**src/rtl/scaler_line_fill_ctrl.sv**
```systemverilog
// Write-side sequencer for the scaler's line ring buffer: walks source coordinates,
// requests pixels, writes them into the ring slots and gates each line on read progress.
module scaler_line_fill_ctrl #(
  parameter int unsigned SRC_ACTIVE = 1024,
  parameter int unsigned SRC_HBLANK = 6,
  parameter int unsigned LINES      = 4,
  parameter int unsigned CW         = 11
) (
  input  logic                                         clk,
  input  logic                                         rst_n,
  input  logic                                         frame_start,
  input  logic                                         frame_active,
  input  logic [CW-1:0]                                rd_line,
  input  logic                                         rd_line_strobe,
  output logic [CW-1:0]                                src_x,
  output logic [CW-1:0]                                src_y,
  output logic                                         src_req,
  output logic                                         wr_en,
  output logic [$clog2(LINES)+$clog2(SRC_ACTIVE)-1:0]  wr_addr,
  output logic                                         stall,
  output logic                                         line_done,
  output logic                                         frame_done,
  output logic                                         underrun
);

  localparam int unsigned XW = $clog2(SRC_ACTIVE);
  localparam int unsigned LW = $clog2(LINES);
  localparam int unsigned AW = LW + XW;

  localparam logic [CW-1:0] X_LAST = CW'(SRC_ACTIVE + SRC_HBLANK - 1);
  localparam logic [CW-1:0] X_ACT  = CW'(SRC_ACTIVE);
  localparam logic [CW-1:0] Y_LAST = CW'(SRC_ACTIVE - 1);
  localparam logic [CW:0]   N_ACT  = (CW+1)'(SRC_ACTIVE);

  typedef enum logic [1:0] {
    S_IDLE,
    S_GATE,
    S_FILL,
    S_DONE
  } state_t;

  state_t          state_q, state_d;
  logic [CW-1:0]   x_q, x_d;
  logic [CW-1:0]   y_q, y_d;
  logic            line_done_q, line_done_d;
  logic            frame_done_q, frame_done_d;
  logic            underrun_q, underrun_d;
  logic            wr_en_q;
  logic [AW-1:0]   wr_addr_q;

  logic            start;
  logic            gate_ok;
  logic            req;
  logic            kill;
  logic [CW:0]     rd_plus2;
  logic [CW:0]     rd_need;

  assign start    = frame_start && frame_active;
  // Widened by one bit so rd_line+LINES never wraps near the bottom of the frame.
  assign gate_ok  = ({1'b0, y_q} < ({1'b0, rd_line} + (CW+1)'(LINES)));
  assign req      = (state_q == S_FILL) && (x_q < X_ACT);
  assign rd_plus2 = {1'b0, rd_line} + (CW+1)'(2);
  assign rd_need  = (rd_plus2 < N_ACT) ? rd_plus2 : N_ACT;

  always_comb begin
    state_d      = state_q;
    x_d          = x_q;
    y_d          = y_q;
    line_done_d  = 1'b0;
    frame_done_d = 1'b0;
    underrun_d   = underrun_q;
    kill         = 1'b0;

    if (start) begin
      state_d    = S_GATE;
      x_d        = '0;
      y_d        = '0;
      underrun_d = 1'b0;
      kill       = 1'b1;
    end else begin
      case (state_q)
        S_IDLE: ;
        S_GATE: begin
          if (!frame_active) begin
            state_d = S_IDLE;
            x_d     = '0;
            y_d     = '0;
          end else if (gate_ok) begin
            state_d = S_FILL;
          end
        end
        S_FILL: begin
          if (!frame_active) begin
            state_d = S_IDLE;
            x_d     = '0;
            y_d     = '0;
            kill    = 1'b1;
          end else if (x_q == X_LAST) begin
            x_d         = '0;
            y_d         = y_q + CW'(1);
            line_done_d = 1'b1;
            if (y_q == Y_LAST) begin
              state_d      = S_DONE;
              frame_done_d = 1'b1;
            end else begin
              state_d = S_GATE;
            end
          end else begin
            x_d = x_q + CW'(1);
          end
        end
        S_DONE: begin
          if (!frame_active) begin
            state_d = S_IDLE;
            x_d     = '0;
            y_d     = '0;
          end
        end
        default: state_d = S_IDLE;
      endcase

      // Completed-line count is src_y in both GATE and FILL.
      if (rd_line_strobe && (state_q == S_GATE || state_q == S_FILL) &&
          ({1'b0, y_q} < rd_need)) begin
        underrun_d = 1'b1;
      end
    end
  end

  always_ff @(posedge clk or negedge rst_n) begin
    if (!rst_n) begin
      state_q      <= S_IDLE;
      x_q          <= '0;
      y_q          <= '0;
      line_done_q  <= 1'b0;
      frame_done_q <= 1'b0;
      underrun_q   <= 1'b0;
      wr_en_q      <= 1'b0;
      wr_addr_q    <= '0;
    end else begin
      state_q      <= state_d;
      x_q          <= x_d;
      y_q          <= y_d;
      line_done_q  <= line_done_d;
      frame_done_q <= frame_done_d;
      underrun_q   <= underrun_d;
      wr_en_q      <= req && !kill;
      if (req) begin
        wr_addr_q <= {y_q[LW-1:0], x_q[XW-1:0]};
      end
    end
  end

  assign src_x      = x_q;
  assign src_y      = y_q;
  assign src_req    = req;
  assign stall      = (state_q == S_GATE) && !gate_ok;
  assign wr_en      = wr_en_q;
  assign wr_addr    = wr_addr_q;
  assign line_done  = line_done_q;
  assign frame_done = frame_done_q;
  assign underrun   = underrun_q;

endmodule

```
**config.mk**
```make
export PLATFORM = sky130hd
export DESIGN_NAME = scaler_line_fill_ctrl
export DESIGN_NICKNAME = d
export VERILOG_FILES = /design/src/rtl/scaler_line_fill_ctrl.sv
export SDC_FILE = /design/constraint.sdc
export NUM_CORES = 1
export LEC_CHECK = 0
export BUFFER_PORTS_ARGS = -buffer_cell sky130_fd_sc_hd__buf_2
export CAP_MARGIN = 5
export CELL_PAD_IN_SITES_DETAIL_PLACEMENT = 1
export CELL_PAD_IN_SITES_GLOBAL_PLACEMENT = 1
export CORE_MARGIN = 2
export CORE_UTILIZATION = 39
export CTS_BUF_LIST = sky130_fd_sc_hd__clkbuf_8
export DETAILED_ROUTE_END_ITERATION = 16
export PLACE_DENSITY = 0.76
export SETUP_SLACK_MARGIN = 0.2
export SLEW_MARGIN = 10
export SYNTH_ARGS = -nofsm -noshare
export SYNTH_HDL_FRONTEND = slang
export SYNTH_SLANG_ARGS = --single-unit
```
**constraint.sdc**
```tcl
create_clock -name clk -period 1.8 [get_ports clk]
set_input_delay 0.18 -clock clk [delete_from_list [all_inputs] [get_ports clk]]
set_output_delay 0.18 -clock clk [all_outputs]
set_load 0.005 [all_outputs]
```
* Word-level counts from Yosys, hierarchy flattened
Index checks and enable logic that the tools add are counted.
** Cells by class
- Muxes and demuxes :: 32
- Equality and inequality tests :: 9
- Order comparisons :: 4
- $add $sub $neg :: 4
- Reduce and logical (&&, ||, !) cells :: 16
** Operator list (number)
- 11-bit 2-to-1 mux :: 7
- 11-bit one-hot mux with 2 select lines :: 2
- 11-bit by 12-bit < comparator with 1-bit output :: 2
- 11-bit by 1-bit adder with 11-bit output (second input constant) :: 2
- 1-bit 2-to-1 mux :: 14
- 2-bit 2-to-1 mux :: 7
- 11-bit by 2-bit adder with 12-bit output (second input constant) :: 1
- 11-bit by 3-bit adder with 12-bit output (second input constant) :: 1
- 12-bit by 11-bit < comparator with 1-bit output (second input constant) :: 1
- 12-bit 2-to-1 mux :: 1
- 11-bit by 10-bit equality test with 1-bit output (second input constant) :: 1
- 11-bit equality test (second input constant) :: 1
- 11-bit < comparator (second input constant) :: 1
- 1-bit logical AND :: 6
- 2-bit one-hot mux with 3 select lines :: 1
- 2-bit equality test (second input constant) :: 2
- 4-bit by 3-bit != test with 1-bit output (second input constant) :: 1
- 4-bit != test (second input constant) :: 1
- 4-bit AND reduction :: 1
- 4-bit nonzero test :: 1
- 3-bit by 2-bit != test with 1-bit output (second input constant) :: 1
- 3-bit != test (second input constant) :: 1
- 3-bit AND reduction :: 1
- 3-bit nonzero test :: 1
- other kinds (6) :: 7
** Storage, ports and cells
- Word-level logic and storage cells :: 73
- Output and inout port bits :: 40
- Register bits after elaboration :: 40
- Input bits :: 16

* Depth between registers and ports, before layout
Gate-level depths: netlist of the first run.
- Word-level depth :: 7
- Gate-level depth with buffers :: 12
- Depth with buffers taken out :: 12

* Worst setup path after synthesis of the first run
No wires, ideal clock.
- Path type :: input to register
- Start point :: input rd_line[9]
- End point :: register underrun_q, in the netlist underrun
- Arrival :: 2.109 ns
- Cell stages on the path :: 11
- Buffers on the path :: 1
- Slack :: -0.403 ns
- Setup time :: 0.094 ns
- Data required time :: 1.706 ns
- Cell sequence :: clkbuf_1 -> nand4_1 -> nor2_1 -> mux2i_1 -> nand2_1 -> ha_1 -> a21oi_1 -> o21ai_0 -> a21oi_1 -> o21ai_0 -> a211oi_1
** Between the ends
- Word-level cells in the longest chain between the ends :: 6
** RTL lines
- from (decl) :: RTL line 13 : input logic [CW-1:0] rd_line,
- 11-bit by 2-bit adder with 12-bit output (*) :: RTL line 62 : assign rd_plus2 = {1'b0, rd_line} + (CW+1)'(2);
- 12-bit by 11-bit < comparator with 1-bit output :: RTL line 63 : assign rd_need = (rd_plus2 < N_ACT) ? rd_plus2 : N_ACT;
- 12-bit 2-to-1 mux (*) :: RTL line 63
- 11-bit by 12-bit < comparator with 1-bit output (*) :: RTL line 124 : ({1'b0, y_q} < rd_need)) begin
- 1-bit logical AND (*) :: RTL line 123 : if (rd_line_strobe && (state_q == S_GATE || state_q == S_FILL) &&
- 2-bit nonzero test (no line) (*)
- to (signal assigned) :: RTL line 146 : underrun_q <= underrun_d;
- to (decl) :: RTL line 47 : logic underrun_q, underrun_d;
Mark *: on every way between the ends. The rest lies on a longest branch, timed or not.
A chain may end at the register's enable or synchronous reset.

* Worst setup path in the final report of the first run
- Start point :: input rd_line[3]
- End point :: register underrun_q, in the netlist underrun
Same word-level chain as after synthesis.

==> impl_results.md, run 1 <==
- Vias in the first global route: 3271
- Input/output buffers: 55
- Mapped cell area: 2680 um^2
- Violated checks: setup timing
- Yosys warns: 0
- Post-DR vias/cell: 6.17
- Starting DRT DRC Count: 212
- Yosys cell types: 43
- Slew Limit Fails: 0
- Max Root-Sink Buffers: 2
- Int Power: 1960 uW
- Post-synthesis adder-cell area fraction: 13.1%
- Antenna violations before repair: 0
- Reg2Reg Setup Slack: -0.40 ns
- Setup CP Type: input port to register
- Max-cap violations: 0
- Die width: 86.9 um
- Crit-path max FO: 8
- Clock input transition at the sequential cells of the worst setup and hold paths: 0.10 ns
- Peak supply drop: 0.383 mV
- Final hold vios: 0
- Clock power frac: 20.5%
- Antenna-violating nets left: 0
- Overall Power: 3210 uW
- Clock root cell: clkbuf_8
- Worst-Skew Late Latency: 0.32 ns
- Critical path data arrival time: 2.46 ns
- Multi-input gate area: 2300 um^2
- Critical Path RT: 2.02 ns
- Rel. slew slack: 51.9%
- Clock Skews: 0.0179 ns
- DP HPWL: 6.89 mm
- Syn avg cell area: 9.33 um^2
- Final setup margin: -0.435 ns
- GR Util All Layers: 32.5%
- Sequential area share after synthesis: 37.4%
- First-pass GRT wire length: 18.4 mm
- Largest net degree at the start of global routing: 31
- Minimum clock period: 2.24 ns
- Met1 usage: 37.3%
- Share of cells above drive strength 1: 61.4%
- PwrDens: 683 nW/um^2
- Met2 Resource Use GR: 59.7%
- TritonCTS clock tree: done
- FF+latch area: 1000 um^2
- Dpl ws: -0.462 ns
- Die Area: 7550 um^2
- FF-to-FF End: state_q[0]
- Final setup TNS: -6.12 ns
- Post-synthesis to final-layout area growth: 75.6%
- Simple-Gate Fraction of Synth Area: 21.8%
- Routed Wire Length: 14.9 mm
- Yosys top cell area share: 37.4%
- Starting Density: 39.9%
- Gate Count Post-Synth: 287
- CP Launch Type: input port
- Final Cycle Share: 124%
- DR pass1 iterations: 4
- RSZ-0062 raised after global routing: true
- Die H: 86.9 um
- Clock Sinks: 40
- Largest family of logic cells by synthesized area: simple AND/OR/NAND/NOR gates
- FF-to-FF path depth: 6
- # rows: 30
- Post-synthesis compound-gate area fraction: 9.86%
- H-tree Lvls: 2
- Switching Fraction: 38.9%
- Post-synth EDFFs: 0
- R2R Path Start: src_x[9]
- Num CTS Buffers: 5
- Commonest register cell after synthesis: dfrtp_1
- Min-Delay Path Class: input port to register
- Critical Path Source: rd_line[3]
- Area leader, netlist: dfrtp_1
- Post-synthesis mux area share: 5.32%
- Final #Nets: 481
- Asr flop ratio synth: 100%
- FMAX: 447 MHz
- Grt peak-use layer: met2
- Worst Hold Launch: frame_active
- Least-Margin Pin Slew: 0.722 ns
- Avg WL per Cell: 28.8 um
- Comb power frac: 48.2%
- Core ar.: 6720 um^2
- Global route overflow: 0
- Worst Setup End Kind: register
- Synthesis-stage register bit count: 40
- GP Congestion: 0.822
- LEAKAGE: 0.00226 uW
- Sequential power share: 31.4%
- Worst setup path end: underrun
- Antenna Cells: 0
- Final Core Density: 70.0%
- Grt met3 use: 5.88%
- XOR/XNOR Fraction of Synth Area: 9.81%
- Top cells by area, synth: dfrtp_1 (37%), ha_1 (13%), xnor2_1 (4.9%)
- Ports: 56
- DRC errors left: 0
- Net Sw Power: 1250 uW
- Synth Net Count: 331
- Fill count: 662
- Via count: 3196
- Final Setup Violations: 32
- Status: complete, but fails checks
==> metal layers <==
metal | vias to the layer above | share of wire (%)
met1 | 1618 | 36
met4 | 0 | 6.2
li1 | 1315 | -
met5 | - | 0
met3 | 79 | 6.5
met2 | 184 | 51
==> cell usage after synthesis (all sizes together), types with 3 or more instances <==
cell type	count
ha	28
and3	6
clkbuf	5
inv	9
buf	3
dfrtp	40
a21oi	14
nor3	4
nand2	34
nand3	14
nor4b	4
nor4	3
o21ai	15
xor2	15
nor2	28
mux2	10
nand4	9
xnor2	15
nand2b	5
mux2i	3
==> registers in the layout, summed over array words and instances (netlist names) <==
name,flops
frame_done,1
wr_addr,12
underrun,1
src_y,11
wr_en,1
src_x,11
state_q,2
line_done,1
==> cell usage in the layout (no fill, tap or decap), types with 3 or more instances in the layout <==
| cell | netlist | layout |
|---|---|---|
| a21oi_1 | 14 | 7 |
| a21oi_2 | 0 | 5 |
| and3_4 | 0 | 4 |
| buf_2 | 2 | 51 |
| buf_4 | 0 | 67 |
| buf_6 | 1 | 24 |
| buf_8 | 0 | 4 |
| clkbuf_8 | 0 | 5 |
| dfrtp_1 | 40 | 37 |
| dfrtp_2 | 0 | 3 |
| ha_1 | 28 | 15 |
| ha_4 | 0 | 12 |
| inv_1 | 9 | 7 |
| mux2_4 | 0 | 10 |
| nand2_1 | 34 | 21 |
| nand2_2 | 0 | 9 |
| nand2_4 | 0 | 4 |
| nand2b_1 | 5 | 4 |
| nand3_1 | 14 | 5 |
| nand3_2 | 0 | 7 |
| nand4_1 | 9 | 9 |
| nor2_1 | 27 | 20 |
| nor2_2 | 1 | 4 |
| nor2_4 | 0 | 4 |
| nor3_4 | 0 | 4 |
| nor4_4 | 0 | 3 |
| o21ai_0 | 15 | 3 |
| o21ai_1 | 0 | 3 |
| o21ai_2 | 0 | 7 |
| xnor2_1 | 15 | 12 |
| xnor2_2 | 0 | 3 |
| xor2_1 | 15 | 14 |
==> critical path: stages <==
cell and delay, ns:
buf_8 0.09, ha_4 0.14, buf_6 0.10, nand4_1 0.11, nor2_2 0.19, mux2i_2 0.31
buf_6 0.21, nand2_2 0.09, ha_4 0.23, a21oi_1 0.18, o21ai_1 0.14, a21oi_1 0.21
o21ai_2 0.10, a211oi_2 0.18
==> power by group through the flow <==
stage	sequential [uW]	combinational, uW	clock, uW
final	1010	1550	657
after global routing	1010	1610	698
after CTS	993	1230	617
after detailed placement	1000	805	0
after global placement	999	767	0
after floorplan	1010	433	0
==> how the worst min path moves through the flow <==
stage,endpoint,slack [ns],cells after the start
2_1_floorplan,frame_done,-0.12,0
3_3_place_gp,wr_addr[7],0.25,1
4_1_cts,state_q[0],0.24,3
6_report,state_q[0],0.27,3
3_5_place_dp,wr_addr[6],0.25,1
5_1_grt,wr_en,0.29,3
==> final cells by class <==
type                       instances  area share [%]
multi-input combinational        230            49.0
timing repair buffer             151            24.9
sequential                        40            21.4
tap                               80            2.13
clock buffer                       5            1.46
inverter                           9           0.771
clock inverter                     3           0.346
==> through the flow <==
| step | cells | hold WS, ns | area [um^2] |
|---|---|---|---|
| after global routing | 518 | 0.286 | 4700 |
| after global placement | 476 | 0.252 | 3630 |
| after detailed placement | 476 | 0.253 | 3630 |
| final | 518 | 0.270 | 4700 |
| after CTS | 509 | 0.240 | 4400 |
| after floorplan | 287 | -0.116 | 2840 |
==> repair_timing <==
| action | 4_1_cts | 5_1_grt |
|---|---|---|
| endpoints found under the hold margin | 28 | 0 |
| hold buffers | 1 | 0 |
| cloned | 2 | 0 |
| pin swaps | 49 | 35 |
| setup buffers | 22 | 9 |
| endpoints found under the setup margin | 38 | 42 |
| gates resized for setup | 107 | 49 |
==> cell families (layout without fill, tap and decap cells) <==
kind of cell / after synthesis / in the layout
xor+xnor: 30 / 30
buf+inv: 17 / 168
fa+ha+maj: 28 / 28
flops: 40 / 40
simple gates: 116 / 116
compound gates: 43 / 43
mux: 13 / 13
Power figures use the tool's default switching activity.
==> inputs of run 2 (changes only) <==
Settings changed: CORE_UTILIZATION 39 to 46, PLACE_DENSITY 0.76 to 0.84.
Clock period 1.8 ns to 2.7 ns, I/O delays scaled along.
==> run 2 against run 1 <==
- the run now ends clean
- power decreased by 52%
- routed wire length decreased by 51%
- clock-buffer cell count unchanged
- via count decreased by 26%
- worst setup slack improved by 0.72 ns
- first-iteration DRC count decreased by 68%
- hold slack got worse by 0.19 ns
- critical path type is now input port to primary output
- critical endpoint is now stall
- largest cell class unchanged
==> impl_results.md, run 2 (synthesized netlist as in run 1, its figures left out) <==
- First-pass GRT wire length: 12.1 mm (-34%)
- Die H: 80.3 um (-7.6%)
- Peak supply drop: 0.304 mV (-21%)
- Via count: 2352 (-26%)
- PwrDens: 482 nW/um^2 (-29%)
- Placed cell areas: 3060 um^2 (-16%)
- Ports: 56 (unchanged)
- DP HPWL: 5.72 mm (-17%)
- Comb power frac: 25.2% (-23 points)
- Max FFs per register: 12 (unchanged)
- Master of the slowest instance on the critical path: ha_1
- Final hold vios: 0 (unchanged)
- Clock input transition at the sequential cells of the worst setup and hold paths: 0.08 ns (-0.02 ns)
- Vias in the first global route: 2462 (-25%)
- Rel. slew slack: 42.4% (-9.5 points)
- Final setup margin: 0.288 ns (+0.724 ns)
- FF-to-FF path depth: 8 (+2)
- DRC errors left: 0 (unchanged)
- Clock Skews: 0.00482 ns (-0.0131 ns)
- Net Sw Power: 480 uW (-62%)
- CP Launch Type: input port
- Core ar.: 5570 um^2 (-17%)
- Worst-Skew Late Latency: 0.29 ns (-0.03 ns)
- Clock Sinks: 40 (unchanged)
- Critical path data arrival time: 2.14 ns (-0.32 ns)
- TritonCTS clock tree: done
- Global route overflow: 0 (unchanged)
- Largest net degree at the start of global routing: 41 (+32%)
- Critical Path RT: 2.43 ns (+0.41 ns)
- GR Util All Layers: 24.2% (-8.3 points)
- Setup CP Type: input port to primary output
- Least-Margin Pin Slew: 0.864 ns (+0.143 ns)
- Design area: 3180 um^2 (-32%)
- Share of cells above drive strength 1: 27.1% (-34 points)
- Antenna-violating nets left: 0 (unchanged)
- Starting DRT DRC Count: 67 (-68%)
- Sequential power share: 43.3% (+12 points)
- Max Root-Sink Buffers: 2 (unchanged)
- Starting Density: 48.1% (+8.2 points)
- Hold_ws: 0.0842 ns (-0.186 ns)
- Post-DR vias/cell: 5.57 (-9.7%)
- Worst Setup End Kind: primary output
- H-tree Lvls: 2 (unchanged)
- Routed Wire Length: 7.25 mm (-51%)
- Reg2Reg Setup Slack: 0.38 ns (+0.78 ns)
- Clock root cell: clkbuf_8
- RSZ-0062 raised after global routing: true
- # rows: 27 (-10%)
- GP Congestion: 0.820 (-0.27%)
- Final Cycle Share: 89.3%
- Post-synthesis to final-layout area growth: 18.8%
- Num CTS Buffers: 5 (unchanged)
- Setup Fix Bufs, Post-CTS: 0 (-100%)
- R2R Path Start: state_q[0]
- Slowest stage delay, CP: 0.29 ns (-0.02 ns)
- Clock power frac: 31.5% (+11 points)
- Die width: 80.3 um (-7.6%)
- Switching Fraction: 31.3% (-7.6 points)
- Status: finished clean
- Int Power: 1050 uW (-46%)
- Die Area: 6450 um^2 (-15%)
- Final Setup Violations: 0 (-100%)
- CTS Hold Bufs: 0 (-1)
- Antenna violations before repair: 0 (unchanged)
- Commonest cells after routing, fill and taps aside: buf_2 (55), dfrtp_1 (40), nand2_1 (34)
- Crit-path max FO: 4 (-4)
- DR pass1 iterations: 4 (unchanged)
- Slew Limit Fails: 0 (unchanged)
- LEAKAGE: 0.00162 uW (-28%)
- Dpl ws: 0.120 ns (+0.582 ns)
- FF-to-FF End: src_x[7]
- Sequence of cells on the critical path: buf_2 -> ha_2 -> and3_1 -> and3_1 -> nand3_1 -> xor2_1 -> ha_1 -> a21oi_1 -> o21ai_2 -> nor2b_1 -> buf_2
- Final setup TNS: 0 ns (+6.12 ns)
- Input/output buffers: 55 (unchanged)
- FMAX: 415 MHz
- Min-Delay Path Class: input port to async pin
- Commonest non-fill, non-tap cell in the layout: buf_2
- Max-cap violations: 0 (unchanged)
- Minimum clock period: 2.41 ns
- Final #Nets: 393 (-18%)
- Avg WL per Cell: 17.2 um (-40%)
- Antenna Cells: 0 (unchanged)
-- run 2: cell count changes in the layout (fill, tap and decap cells not counted), sizes merged --
cell         change
buf             -86
bufinv           +1
clkbuf           -1
clkinvlp         -1
dlygate4sd3      -1
-- run 2: power by group through the flow --
stage | sequential, uW | combinational [uW] | clock, uW
6_report | 663 | 386 | 483
4_1_cts | 663 | 387 | 489
3_3_place_gp | 672 | 367 | 0
2_1_floorplan | 667 | 243 | 0
5_1_grt | 668 | 437 | 507
3_5_place_dp | 675 | 384 | 0
-- run 2: cell type report --
cell class                      count  area, um^2
Clock buffer                        5        68.8
Sequential cell                    40        1000
Tap cell                           72        90.1
Fill cell                         695        2390
Clock inverter                      3        38.8
Timing Repair Buffer               63         335
Inverter                            9        33.8
Multi-Input combinational cell    230        1610
-- run 2: how the worst max path moves through the flow --
stage / startpoint / endpoint / slack, ns / cells after the start
floorplan: rd_line[9] / underrun / 0.41 / 11
global placement: rd_line[2] / stall / 0.21 / 11
detailed placement: rd_line[2] / stall / 0.12 / 11
CTS: rd_line[2] / stall / 0.21 / 11
global route: rd_line[3] / stall / 0.15 / 11
finish: rd_line[3] / stall / 0.29 / 11
-- run 2: metrics by stage --
step	std cells	utilization, %	power, uW
final	422	57.1	1530
after global routing	422	57.1	1610
after CTS	422	56.9	1540
after detailed placement	414	55.0	1060
after global placement	414	55.0	1040
after floorplan	287	-	911
-- run 2: metal layers --
layer	wire length, um	track usage [%]	vias to the layer above	share of wire, %
li1	-	-	1139	-
met1	3240	30.4	1157	45
met2	3740	43.7	49	52
met3	217	3.26	7	3.0
met4	56	5.59	0	0.77
met5	0	0	-	0
-- run 2: timing repair --
action                     in CTS  in global routing
resized for setup               1                  3
pin swaps                       0                  0
hold endpoints to repair        0                  0
setup endpoints to repair       1                  5
-- run 2: worst max-delay path: cells and delay by family --
family	cells	cell delay, ns
compound gates	2	0.25
xor+xnor	1	0.15
fa+ha+maj	2	0.51
buf+inv	2	0.25
simple gates	4	0.70
